<file path="src/rtl/key_debounce.sv">
// key_debounce: synchronise and debounce an active-low push-button into a held level plus press/release strobes.
`timescale 1ns/1ps
module key_debounce #(
  parameter int DEBOUNCE_CYCLES = 500000,
  parameter int REPEAT_EN       = 1,
  parameter int REPEAT_DELAY    = 25000000,
  parameter int REPEAT_PERIOD   = 5000000
) (
  input  logic clk,
  input  logic rst_n,
  input  logic key_n,
  output logic pressed,
  output logic press_pulse,
  output logic release_pulse
);
  localparam int MAX_A = (DEBOUNCE_CYCLES > REPEAT_DELAY) ? DEBOUNCE_CYCLES : REPEAT_DELAY;
  localparam int MAX_C = (MAX_A > REPEAT_PERIOD) ? MAX_A : REPEAT_PERIOD;
  localparam int CW = $clog2(MAX_C);
  localparam logic [CW-1:0] DB_END = CW'(DEBOUNCE_CYCLES - 1);
  localparam logic [CW-1:0] RD_END = CW'(REPEAT_DELAY - 1);
  localparam logic [CW-1:0] RP_END = CW'(REPEAT_PERIOD - 1);
  localparam logic [2:0] IDLE            = 3'd0;
  localparam logic [2:0] CONFIRM_PRESS   = 3'd1;
  localparam logic [2:0] HELD            = 3'd2;
  localparam logic [2:0] REPEAT          = 3'd3;
  localparam logic [2:0] CONFIRM_RELEASE = 3'd4;
  logic [1:0]    sync_q;
  logic [2:0]    state_q, state_d;
  logic [CW-1:0] cnt_q, cnt_d;
  logic          pressed_q, press_q, press_d, rel_q, rel_d;
  logic          key_s;
  assign key_s = sync_q[1];
  // Every branch that changes state also clears the shared counter.
  always_comb begin
    state_d = state_q;
    cnt_d   = cnt_q + 1'b1;
    press_d = 1'b0;
    rel_d   = 1'b0;
    case (state_q)
      IDLE: begin
        cnt_d = '0;
        if (!key_s) state_d = CONFIRM_PRESS;
      end
      CONFIRM_PRESS:
        if (key_s) begin
          state_d = IDLE;
          cnt_d   = '0;
        end else if (cnt_q == DB_END) begin
          state_d = HELD;
          cnt_d   = '0;
          press_d = 1'b1;
        end
      HELD:
        if (key_s) begin
          state_d = CONFIRM_RELEASE;
          cnt_d   = '0;
        end else if (REPEAT_EN != 0 && cnt_q == RD_END) begin
          state_d = REPEAT;
          cnt_d   = '0;
          press_d = 1'b1;
        end
      REPEAT:
        if (key_s) begin
          state_d = CONFIRM_RELEASE;
          cnt_d   = '0;
        end else if (cnt_q == RP_END) begin
          cnt_d   = '0;
          press_d = 1'b1;
        end
      CONFIRM_RELEASE:
        if (!key_s) begin
          state_d = HELD;
          cnt_d   = '0;
        end else if (cnt_q == DB_END) begin
          state_d = IDLE;
          cnt_d   = '0;
          rel_d   = 1'b1;
        end
      default: begin
        state_d = IDLE;
        cnt_d   = '0;
      end
    endcase
  end
  always_ff @(posedge clk or negedge rst_n) begin
    if (!rst_n) begin
      sync_q    <= 2'b11;
      state_q   <= IDLE;
      cnt_q     <= '0;
      pressed_q <= 1'b0;
      press_q   <= 1'b0;
      rel_q     <= 1'b0;
    end else begin
      sync_q    <= {sync_q[0], key_n};
      state_q   <= state_d;
      cnt_q     <= cnt_d;
      pressed_q <= state_d == HELD || state_d == REPEAT || state_d == CONFIRM_RELEASE;
      press_q   <= press_d;
      rel_q     <= rel_d;
    end
  end
  assign pressed       = pressed_q;
  assign press_pulse   = press_q;
  assign release_pulse = rel_q;
endmodule

</file>
<file path="config.mk">
export PLATFORM = sky130hd
export DESIGN_NAME = key_debounce
export DESIGN_NICKNAME = d
export VERILOG_FILES = /design/src/rtl/key_debounce.sv
export SDC_FILE = /design/constraint.sdc
export NUM_CORES = 1
export LEC_CHECK = 0
export ABC_AREA = 1
export CAP_MARGIN = 20
export CORE_AREA = 3 3 90 49
export CTS_BUF_LIST = sky130_fd_sc_hd__clkbuf_8 sky130_fd_sc_hd__clkbuf_16
export CTS_CLUSTER_SIZE = 16
export DETAILED_ROUTE_END_ITERATION = 12
export DIE_AREA = 0 0 93 52
export GPL_TIMING_DRIVEN = 0
export PLACE_DENSITY = 0.74
export SLEW_MARGIN = 10
export SYNTH_ARGS = -nofsm -noshare
export SYNTH_HDL_FRONTEND = slang
export SYNTH_SLANG_ARGS = --single-unit
</file>
<file path="constraint.sdc">
create_clock -name clk -period 1.61 [get_ports clk]
set_clock_uncertainty 0.1 [all_clocks]
set_input_delay 0.322 -clock clk [delete_from_list [all_inputs] [get_ports clk]]
set_output_delay 0.322 -clock clk [all_outputs]
set_load 0.02 [all_outputs]
</file>
==> impl_metrics.csv <==
group,metric,value,unit
clocking,root_buffer,"clkbuf_8",
global_route,grt_max_degree,34,
clocking,htreeDepth,2,
synthesis,synth_fa_ha_area_frac,0.00624,
die,initial_core_util,0.533,
clocking,numCtsBuffers,5,
clocking,clk_latency,0.29,ns
sta,slew_headroom,0.497,
synthesis,synthMuxAreaShare,0,
routing,drc,0,
cells_and_area,nNetsFinal,325,
clocking,cts_hold_buf,0,
sta,period_share,1.13,
clocking,cts.sinks,33,
synthesis,ys_seq_area_frac,0.413,
sta,setup_viol,28,
synthesis,yosys.area_share.simple,0.408,
clocking,path_clk_slew,0.07,ns
die,die_area,4840,um2
die,io-pin-count,6,
synthesis,synth_edf_count,0,
setup_path,start_kind,"flip-flop",
global_route,grt_use_total,0.271,
cells_and_area,final_core_util,0.715,
setup_path,critPathArrivalTime,1.90,ns
routing,via_per_inst,5.57,
run,max_cap_viol_count,0,
synthesis,synth.distinct_cells,25,
clocking,cts_tree,"built",
synthesis,synth_top_family_by_area,"simple AND/OR/NAND/NOR gates",
pwr,peakVddDrop,0.000483,V
cells_and_area,drive_above_1_share,0.348,
setup_path,criticalPathCategory,"flip-flop to flip-flop",
synthesis,synth_fp_nets,288,
synthesis,synth_compound_area_frac,0.0362,
setup_path,crit_required,1.69,ns
die,rows,16,
synthesis,synthCells,284,
routing,avgRoutedWirePerCell,16.7,um
setup_path,reg2reg_depth,10,
synthesis,synth.avg_cell_area,7.06,um2
place,post-place-ws,-0.375,ns
clocking,cts_max_path_buffers,2,
outcome,violations,"negative hold slack, negative setup slack",
cells_and_area,num-fill-cells,306,
sta,timing.fmax,549,MHz
global_route,grt_pass1_vias,1868,
routing,ant_nets,0,
die,die_w,93,um
cells_and_area,area_growth,34.2,%
sta,min_period,1.82,ns
synthesis,async_flop_share,1.00,
place,dp_hpwl,4270,um
cells_and_area,mostFrequentLayoutCell,"nand2_1",
sta,hold_viol_final,7,
cells_and_area,layout_common_cells,"nand2_1 (59), inv_1 (34), nor2_1 (33)",
place,postPlaceCellArea,2150,um2
pwr,p_leak,1.12,nW
die,core_area,3760,um2
sta,rsz0062_at_grt,"true",
routing,dr.first_iter.drc_count,245,
synthesis,yosys_warnings,0,
global_route,antenna_found_initial,0,
routing,totalWireLength,6260,um
min_path,hold_path_class,"primary input to asynchronous set/reset pin",
sta,drv_slew,0,
die,die_h,52,um
cells_and_area,antennaDiodeCount,0,
pwr,p_per_area,622,nW/um2
pwr,power.total,1.67,mW
cells_and_area,design_area,2690,um2
place,gp_congestion,0.984,
routing,vias,2093,
setup_path,end_kind,"flip-flop",
routing,first_pass_iters,5,
synthesis,yosys_register_bits,33,
place,portBuffers,5,
setup_path,crit_fanout,4,
synthesis,dominantRegCellSynth,"dfrtp_1",
sta,hold_slack,-0.00570,ns
global_route,grt.overflow.total,0,
sta,worst_pin_slew,0.755,ns
synthesis,synth_area,2000,um2
synthesis,synth_xor_area_frac,0.0612,
sta,setup_ws,-0.210,ns
outcome,status,"finished, violations left",
global_route,grt_pass1_wl,9590,um
==> per-layer routing <==
metal,up-vias,routed length (um),GRT usage
met4,0,39,0.0414
li1,987,-,-
met1,981,2990,0.423
met2,117,2430,0.349
met5,-,0,0
met3,8,806,0.104
==> power by group <==
group          switching [mW]  internal, mW
clock network           0.309         0.336
registers              0.0169         0.843
logic                  0.0988        0.0682
total                   0.424          1.25
==> sequential cells by signal, summed over array words and instances (netlist names) <==
name,count
cnt_q,25
state_q,3
sync_q,2
press_pulse,1
pressed,1
release_pulse,1
==> area by class of cell <==
class	instances	area, um2	share of cell area
plain buffers	2	26.3	0.00977
clock buffers	6	82.6	0.0307
clock inverters	2	7.51	0.00279
inverters	34	135	0.0502
multi-input cells	215	1270	0.471
flip-flops and latches	33	846	0.314
well taps	54	67.6	0.0251
repair buffers	30	258	0.0958
==> path summary, 6_finish.rpt <==
check / slack, ns / end / start
max: -0.21 / cnt_q[15]$_DFF_PN0_ / cnt_q[1]$_DFF_PN0_
min reg2reg: 0.26 / sync_q[1]$_DFF_PN1_ / sync_q[0]$_DFF_PN1_
max reg2reg: -0.21 / cnt_q[15]$_DFF_PN0_ / cnt_q[1]$_DFF_PN0_
max in group asynchronous: 0.87 / cnt_q[20]$_DFF_PN0_ / rst_n
min in group clk: 0.26 / sync_q[1]$_DFF_PN1_ / sync_q[0]$_DFF_PN1_
min: -0.006 / press_pulse$_DFF_PN0_ / rst_n
==> stage by stage <==
| stage | std cells | setup TNS (ns) |
|---|---|---|
| 6_report | 376 | -4.27 |
| 3_5_place_dp | 343 | -8.69 |
| 3_3_place_gp | 343 | -25.27 |
| 4_1_cts | 367 | -3.63 |
| 2_1_floorplan | 284 | -1.36 |
| 5_1_grt | 376 | -7.82 |
==> synthesized netlist by cell type (3+ instances only) <==
cell / number / area share
nor2_2: 3 / 0.0094
nor3_1: 14 / 0.035
nand3_1: 20 / 0.050
xnor2_1: 5 / 0.022
dfrtp_1: 31 / 0.39
xor2_1: 9 / 0.039
nand4_1: 13 / 0.041
inv_1: 32 / 0.060
nand2_1: 63 / 0.12
nand3b_1: 3 / 0.011
nor2_1: 66 / 0.12
nand2_2: 3 / 0.0094
o21ai_0: 7 / 0.017
==> critical path, cell delays in order, from the launching register on <==
cell,delay [ns]
dfrtp_1,0.40
buf_4,0.13
buf_6,0.09
nand2_1,0.07
nor2_2,0.17
nand2_2,0.10
nor2_4,0.17
inv_1,0.10
nor2_1,0.15
xnor2_1,0.16
nor2_2,0.06
==> kinds of logic (layout without fill, tap and decap cells) <==
logic type	Yosys count	in the layout
buf+inv	36	74
simple gates	188	188
compound gates	12	12
xor+xnor	14	14
flops	33	33
fa+ha+maj	1	1
==> repair_timing <==
action,in CTS,in global routing
pin swaps,5,6
hold endpoints to repair,0,0
endpoints found under the setup margin,32,30
cloned,1,1
resized for setup,50,33
buffers inserted,15,8
(Power assumes the default switching activity.)
